## src/rtl/div_pkg.sv

```systemverilog
// Shared constants and types for the iterative divider.
package div_pkg;

    localparam int unsigned DIVIDEND_W = 32;
    localparam int unsigned DIVISOR_W  = 16;

    // Quotient reported for divide-by-zero and overflow
    localparam logic [DIVISOR_W-1:0] ERR_QUOTIENT = 16'hFFFF;

    typedef enum logic [1:0] {
        IDLE,
        CALC,
        DONE
    } div_state_e;

endpackage

```

## src/rtl/restoring_step.sv

```systemverilog
// One radix-2 restoring division step: shift in a dividend bit, trial-subtract the divisor.
module restoring_step
    import div_pkg::*;
(
    input  logic [DIVISOR_W:0]   r_in,
    input  logic                 bit_in,
    input  logic [DIVISOR_W-1:0] divisor,
    output logic [DIVISOR_W:0]   r_out,
    output logic                 q_bit
);

    logic [DIVISOR_W:0] t;

    // The MSB of the partial remainder is shifted out; it is always 0 for a
    // non-overflowing division, and error results are forced by the caller.
    logic unused_r_msb;
    assign unused_r_msb = r_in[DIVISOR_W];

    // Trial subtraction; keep the shifted value if the divisor does not fit
    always_comb begin
        t = {r_in[DIVISOR_W-1:0], bit_in};
        if (t >= {1'b0, divisor}) begin
            r_out = t - {1'b0, divisor};
            q_bit = 1'b1;
        end else begin
            r_out = t;
            q_bit = 1'b0;
        end
    end

endmodule

```

## src/rtl/iterative_divider.sv

```systemverilog
// Sequential radix-2 restoring divider, 32/16 -> 16-bit quotient and remainder,
// one quotient bit per clock, valid/ready on both sides.
// Optional macro DIVIDER_EARLY_EXIT_EN: error cases skip CALC and go straight to DONE.
module iterative_divider
    import div_pkg::*;
(
    input  logic                  clk,
    input  logic                  rst_n,
    input  logic                  in_valid,
    output logic                  in_ready,
    input  logic [DIVIDEND_W-1:0] dividend,
    input  logic [DIVISOR_W-1:0]  divisor,
    output logic                  out_valid,
    input  logic                  out_ready,
    output logic [DIVISOR_W-1:0]  quotient,
    output logic [DIVISOR_W-1:0]  remainder,
    output logic                  div_by_zero,
    output logic                  overflow
);

    div_state_e           state_q;
    logic [DIVISOR_W:0]   r_q;
    logic [DIVISOR_W-1:0] shift_q;    // dividend bits out at the top, quotient bits in at the bottom
    logic [DIVISOR_W-1:0] divisor_q;
    logic [3:0]           cnt_q;
    logic                 dz_q;
    logic                 ov_q;

    logic [DIVISOR_W:0]   r_next;
    logic                 q_bit;
    logic                 acc_dz;
    logic                 acc_ov;

    restoring_step u_step (
        .r_in    (r_q),
        .bit_in  (shift_q[DIVISOR_W-1]),
        .divisor (divisor_q),
        .r_out   (r_next),
        .q_bit   (q_bit)
    );

    // Error classification of the operands being offered
    always_comb begin
        acc_dz = (divisor == '0);
        acc_ov = !acc_dz && (dividend[DIVIDEND_W-1:DIVISOR_W] >= divisor);
    end

    // Control FSM with datapath and registered outputs
    always_ff @(posedge clk) begin
        if (!rst_n) begin
            state_q     <= IDLE;
            r_q         <= '0;
            shift_q     <= '0;
            divisor_q   <= '0;
            cnt_q       <= '0;
            dz_q        <= 1'b0;
            ov_q        <= 1'b0;
            in_ready    <= 1'b1;
            out_valid   <= 1'b0;
            quotient    <= '0;
            remainder   <= '0;
            div_by_zero <= 1'b0;
            overflow    <= 1'b0;
        end else begin
            unique case (state_q)
                IDLE: begin
                    if (in_valid) begin
                        r_q       <= {1'b0, dividend[DIVIDEND_W-1:DIVISOR_W]};
                        shift_q   <= dividend[DIVISOR_W-1:0];
                        divisor_q <= divisor;
                        cnt_q     <= 4'd15;
                        dz_q      <= acc_dz;
                        ov_q      <= acc_ov;
                        in_ready  <= 1'b0;
`ifdef DIVIDER_EARLY_EXIT_EN
                        if (acc_dz || acc_ov) begin
                            state_q     <= DONE;
                            out_valid   <= 1'b1;
                            quotient    <= ERR_QUOTIENT;
                            remainder   <= '0;
                            div_by_zero <= acc_dz;
                            overflow    <= acc_ov;
                        end else begin
                            state_q <= CALC;
                        end
`else
                        state_q <= CALC;
`endif
                    end
                end
                CALC: begin
                    r_q     <= r_next;
                    shift_q <= {shift_q[DIVISOR_W-2:0], q_bit};
                    cnt_q   <= cnt_q - 4'd1;
                    if (cnt_q == 4'd0) begin
                        state_q     <= DONE;
                        out_valid   <= 1'b1;
                        div_by_zero <= dz_q;
                        overflow    <= ov_q;
                        if (dz_q || ov_q) begin
                            quotient  <= ERR_QUOTIENT;
                            remainder <= '0;
                        end else begin
                            quotient  <= {shift_q[DIVISOR_W-2:0], q_bit};
                            remainder <= r_next[DIVISOR_W-1:0];
                        end
                    end
                end
                DONE: begin
                    if (out_ready) begin
                        state_q   <= IDLE;
                        out_valid <= 1'b0;
                        in_ready  <= 1'b1;
                    end
                end
                default: begin
                    state_q   <= IDLE;
                    out_valid <= 1'b0;
                    in_ready  <= 1'b1;
                end
            endcase
        end
    end

endmodule

```

## config.mk

```make
export PLATFORM = sky130hd
export DESIGN_NAME = iterative_divider
export DESIGN_NICKNAME = d
export VERILOG_FILES = /design/src/rtl/div_pkg.sv /design/src/rtl/restoring_step.sv /design/src/rtl/iterative_divider.sv
export SDC_FILE = /design/constraint.sdc
export NUM_CORES = 1
export LEC_CHECK = 0
export BUFFER_PORTS_ARGS = -buffer_cell sky130_fd_sc_hd__buf_2
export CORE_MARGIN = 1.5
export CORE_UTILIZATION = 35
export DETAILED_ROUTE_END_ITERATION = 7
export HOLD_SLACK_MARGIN = 0.15
export PLACE_DENSITY_LB_ADDON = 0.08
export SLEW_MARGIN = 20
export SYNTH_ARGS = -nofsm -noshare
export SYNTH_HDL_FRONTEND = slang
export SYNTH_SLANG_ARGS = --single-unit
```

## constraint.sdc

```tcl
create_clock -name clk -period 2.77 [get_ports clk]
set_input_delay 0 -clock clk [delete_from_list [all_inputs] [get_ports clk]]
set_output_delay 0 -clock clk [all_outputs]
set_load 0.01 [all_outputs]
```

Word level (Yosys, flattened, before mapping). Index checks and enable logic that the tools add are counted.

Register bits after elaboration: 92. Latch bits: 0. Bits in writable memories: 0. ROM bits: 0. Input port bits: 52. Output and inout port bits: 36. Memories: 0.

Add/sub/neg operators: 2. Multiply operators: 0. Div/mod/pow operators: 0. Order comparisons: 2. Equal/unequal tests: 5. Shift operators: 0. Muxes and demuxes: 20. Bitwise gates (word level): 2. Reductions and logical operators: 13.

Operators by type and width (count): $mux 16 (5); $pmux 16 s2 (2); $ge 17x16->1 (1); $ge 16x16->1 (1); $logic_not 16->1 (1); $sub 16x16->16 (1); $reduce_and 3->1 (3); $pmux 4 s2 (1); $mux 2 (3); $ne 2x2->1 const B (3); $pmux 1 s3 (2); $pmux 2 s3 (1); $reduce_and 2->1 (3); $mux 1 (5); $logic_not 4->1 (1); $mux 4 (1); $sub 4x1->4 const B (1); $eq 2x1->1 const B (1); $eq 2x2->1 const B (1); $logic_not 2->1 (1); $not 1->1 (2); $reduce_bool 2->1 (1); $logic_and 1x1->1 (1); $logic_not 1->1 (1); $logic_or 1x1->1 (1).

Longest topological paths before layout.
Word-level depth: 3. Depth in mapped cells: 11. Depth with buffers taken out: 10.

Modules after synthesis. A second synthesis with hierarchy kept.

Cell total of the unflattened synthesis: 568. Area, all modules: 4899.7 sq um.

Modules (own cells, without submodules): iterative_divider (times used 1, cells each 431, area an instance 3832.4 sq um); restoring_step (times used 1, cells each 137, area an instance 1067.3 sq um).

Worst setup path before layout. Ideal clock, no wire load.

Kind: register to register. From: register divisor_q[12]. To: register r_q[14]. Setup time: 136 ps. Arrival: 2057 ps. Data required time: 2634 ps. Setup slack: 577 ps. Stages on the path, launching flop included: 11. Buffers on the path: 3. Cell sequence: dfxtp_1 inv_1 ha_1 buf_2 a21oi_1 o21ai_1 o31a_1 buf_4 buf_4 nor3_1 o32ai_2.

Word-level cells in the longest chain between the ends: 3.

Ends and longest elaborated chain: start: declaration (RTL line iterative_divider.sv:24) `logic [DIVISOR_W-1:0] divisor_q;`; start signal: assignment (RTL line iterative_divider.sv:70) `divisor_q <= divisor;`; $sub 16x16->16 or $ge 17x16->1 (tied branches) (RTL line restoring_step.sv:23, restoring_step.sv:22); $mux 16 * (RTL line restoring_step.sv:22) `if (t >= {1'b0, divisor}) begin`; $pmux 16 s2 * (RTL line iterative_divider.sv:65) `unique case (state_q)`; end signal: assignment (RTL line iterative_divider.sv:68) `r_q <= {1'b0, dividend[DIVIDEND_W-1:DIVISOR_W]};`; end signal: assignment (RTL line iterative_divider.sv:92) `r_q <= r_next;`; end: declaration (RTL line iterative_divider.sv:22) `logic [DIVISOR_W:0] r_q;`.

Every way passes the cells marked *; elsewhere a longest branch is shown, timed or not. A chain may end at the register's enable or synchronous reset.

Final worst setup path.
From: register divisor_q[5]. To: register r_q[5].

Same word-level chain as after synthesis.

==> impl_metrics.csv <==
group,metric,value,unit
clock_tree,root_buffer,"clkbuf_16",
die,dieArea,0.01565,mm²
pwr,power_leakage,2.939,nW
die,core_area,0.01453,mm²
finish,n_antenna_cell,0,
sta,min_period,2.622,ns
sta,tightest_slew,0.6591,ns
pwr,pwr-share-clk,0.228,
clock_tree,clock_sinks,92,
logic_synthesis,synth-simple-area-share,0.1784,
logic_synthesis,avgSynthCellArea,8.178,µm²
run,maxCapViolCount,0,
logic_synthesis,synth_top_family_by_area,"compound AO/OA/AOI/OAI gates",
pwr,p_comb_frac,0.494,
finish,area_growth,30.91,%
place,dp_hpwl,13420,µm
pwr,switching_share,0.4375,
sta,final_max_slew_viol_count,0,
logic_synthesis,synthXorXnorAreaFrac,0.01511,
logic_synthesis,yosys_most_used_dff,"dfxtp_1",
logic_synthesis,synth_fa_ha_area_frac,0.08297,
logic_synthesis,synthCells,638,
worst_hold_path,hold_class,"flop to flop",
sta,timing_hold_violations_final,0,
die,ioPinCount,88,
routing,avgRoutedWirePerCell,19.25,µm
clock_tree,insertion_delay,0.35,ns
pwr,irDropWorstVdd,0.0003594,V
routing,drtIter0Drc,365,
global_routing,grt_pass1_vias,5262,
worst_setup_path,crit_type,"flop to flop",
worst_setup_path,startpoint_type,"flop",
sta,tns,0,ns
sta,clock_skew,0.009527,ns
logic_synthesis,syn_area,0.005218,mm²
sta,fin_crit_sh,0.9466,
place,gp_congestion,0.9214,
logic_synthesis,synth.area.mux_share,0.003837,
pwr,internal_power,3.366,mW
clock_tree,cts_tree,"done",
routing,via_count,5433,
outcome,status,"completed",
sta,rsz0062_at_grt,"no",
sta,setup_viol,0,
global_routing,grt_pass1_wl,29440,µm
clock_tree,cts_buffers,9,
global_routing,overflow,0,
routing,drt-total-wl,18670,µm
clock_tree,h-tree-depth,3,
sta,timing.fmax,381.4,MHz
pwr,p_per_area,876.2,mW/mm²
finish,postLayoutCoreUtil,0.4700,
worst_setup_path,cp-end-kind,"flop",
logic_synthesis,yosys_warnings,0,
place,port_buffers,87,
routing,viasPerCell,5.601,
die,num_rows,44,
pwr,sequentialPowerShare,0.277,
finish,stdcell_count,970,
sta,max_slew_margin,0.5590,
logic_synthesis,synth-compound-area-share,0.2959,
logic_synthesis,ys_types,71,
place,dp_cells,891,
clock_tree,cts_buffer_depth,2,
die,die_x,125.1,µm
worst_setup_path,crit_path_max_fanout,14,
global_routing,antenna_found_initial,0,
logic_synthesis,syn_nets,724,
logic_synthesis,synth_edf_count,0,
logic_synthesis,async_reset_ff_frac,0,
pwr,power,5.985,mW
global_routing,grt_max_degree,37,
clock_tree,clk_pin_slew_worst_paths,0.07,ns
routing,drtAntennaViolNets,0,
pwr,switching_power,2.619,mW
worst_setup_path,required,3.02,ns
die,die_y,125.1,µm
routing,drc,0,
clock_tree,post_cts_buffers,0,
finish,drive_above_1_share,0.2036,
global_routing,grt_usage,0.2386,
worst_setup_path,cp.arrival,2.87,ns
routing,dr.pass1.iters,5,
finish,nNetsFinal,867,
die,initial_core_util,0.3590,
logic_synthesis,synth_seq_cells,92,
logic_synthesis,ys_seq_area_frac,0.3530,
[cells in the final DEF (no fill, tap or decap), types with 3 or more instances in the layout]
| master | instances |
|---|---|
| a211oi_1 | 11 |
| a21o_1 | 5 |
| a21oi_1 | 69 |
| a22oi_1 | 19 |
| a31oi_1 | 6 |
| and2_1 | 4 |
| and3_1 | 12 |
| buf_2 | 87 |
| buf_4 | 25 |
| clkbuf_16 | 9 |
| dfxtp_1 | 92 |
| dlygate4sd3_1 | 63 |
| ha_1 | 33 |
| inv_1 | 42 |
| nand2_1 | 90 |
| nand2b_1 | 7 |
| nand3_1 | 27 |
| nand4_1 | 9 |
| nor2_1 | 28 |
| nor3_1 | 10 |
| nor4_1 | 3 |
| o2111ai_1 | 3 |
| o211ai_1 | 13 |
| o21a_1 | 4 |
| o21ai_0 | 12 |
| o21ai_1 | 3 |
| o221a_2 | 16 |
| o221ai_1 | 4 |
| o31ai_1 | 9 |
| o32ai_1 | 4 |
| xnor2_1 | 6 |
| xor2_1 | 3 |
[Yosys cell counts (4+ instances only)]
cell type | count | area (µm²)
o21ai_0 | 12 | 60.06
o32ai_1 | 4 | 35.03
o221a_2 | 16 | 180.2
xnor2_1 | 6 | 52.55
a21o_1 | 5 | 37.54
o211ai_1 | 13 | 97.59
and2_1 | 4 | 25.02
a31oi_1 | 6 | 37.54
ha_1 | 33 | 412.9
dfxtp_1 | 92 | 1842
nand3_1 | 27 | 135.1
and3_1 | 12 | 75.07
nor3_1 | 10 | 50.05
o221ai_1 | 4 | 35.03
buf_4 | 4 | 30.03
nor2_1 | 29 | 108.9
a211oi_1 | 11 | 82.58
buf_2 | 7 | 35.03
a22oi_1 | 19 | 142.6
a21oi_1 | 69 | 345.3
nand2_1 | 90 | 337.8
inv_1 | 42 | 157.7
o21a_1 | 4 | 30.03
o31ai_1 | 9 | 67.56
nand2b_1 | 7 | 43.79
clkbuf_1 | 27 | 101.4
nand4_1 | 9 | 56.30
[cell families after synthesis]
group	after synthesis
muxes	2
buffers and inverters	86
adders and majority gates	34
AOI/OAI and AO/OA	213
and+or+nand+nor	202
DFF	92
xor gates and xnor gates	9
[state kept, by name, summed over array words and instances (netlist names), 2 cells and up]
name and flops:
r_q 16, state_q 2, remainder 16, divisor_q 16, cnt_q 4, shift_q 16
quotient 16
[power groups by stage]
stage	sequential, mW	combinational [mW]	clock, mW
6_report	1.66	2.96	1.37
5_1_grt	1.68	3.20	1.46
4_1_cts	1.66	2.89	1.40
3_5_place_dp	1.69	2.81	0
3_3_place_gp	1.68	2.82	0
2_1_floorplan	1.65	1.98	0
[metal layers]
metal / vias up / GRT usage / part of all wire
met5: - / 0 / 0
met4: 0 / 0.07019 / 0.018
met3: 25 / 0.04878 / 0.068
met2: 210 / 0.3568 / 0.43
met1: 2568 / 0.3456 / 0.48
li1: 2630 / - / -
[critical path, cell delays in order, from the launching register on]
cell,delay [ns]
dfxtp_1,0.34
inv_1,0.07
ha_1,0.42
nand4_1,0.18
or4_4,0.61
o21ai_4,0.27
buf_4,0.27
nor3_1,0.09
o32ai_1,0.28
[path summary, 6_finish.rpt]
path / start / end / slack (ns) / depth (start not counted)
worst max-delay path: divisor_q[5] / r_q[5] / 0.15 / 8
worst min-delay path: remainder[9] / remainder[9] / 0.45 / 2
worst max register to register: divisor_q[5] / r_q[5] / 0.15 / 8
worst min register to register: remainder[9] / remainder[9] / 0.45 / 2
[timing repair]
item	in CTS	in global routing
endpoints found under the setup margin	0	4
hold buffers	63	0
endpoints found under the hold margin	53	0
resized for setup	0	2
[layout make-up]
cell class	instances	area, µm²
Clock inverter	6	95.09
Sequential cell	92	1842
Inverter	43	161.4
Tap cell	184	230.2
Fill cell	1503	7704
Multi-Input combinational cell	460	3019
Timing Repair Buffer	175	1254
Clock buffer	10	229.0
[metrics by stage]
stage / instance area (µm²) / hold slack, ns / setup WS (ns)
finish: 6830 / 0.4455 / 0.1480
global route: 6830 / 0.4670 / 0.02810
CTS: 6828 / 0.4478 / 0.1592
detailed placement: 5873 / 0.2762 / 0.1676
global placement: 5873 / 0.2684 / 0.2078
floorplan: 5218 / 0.1360 / 0.5772
No activity file was read; power rests on OpenSTA's default activity.
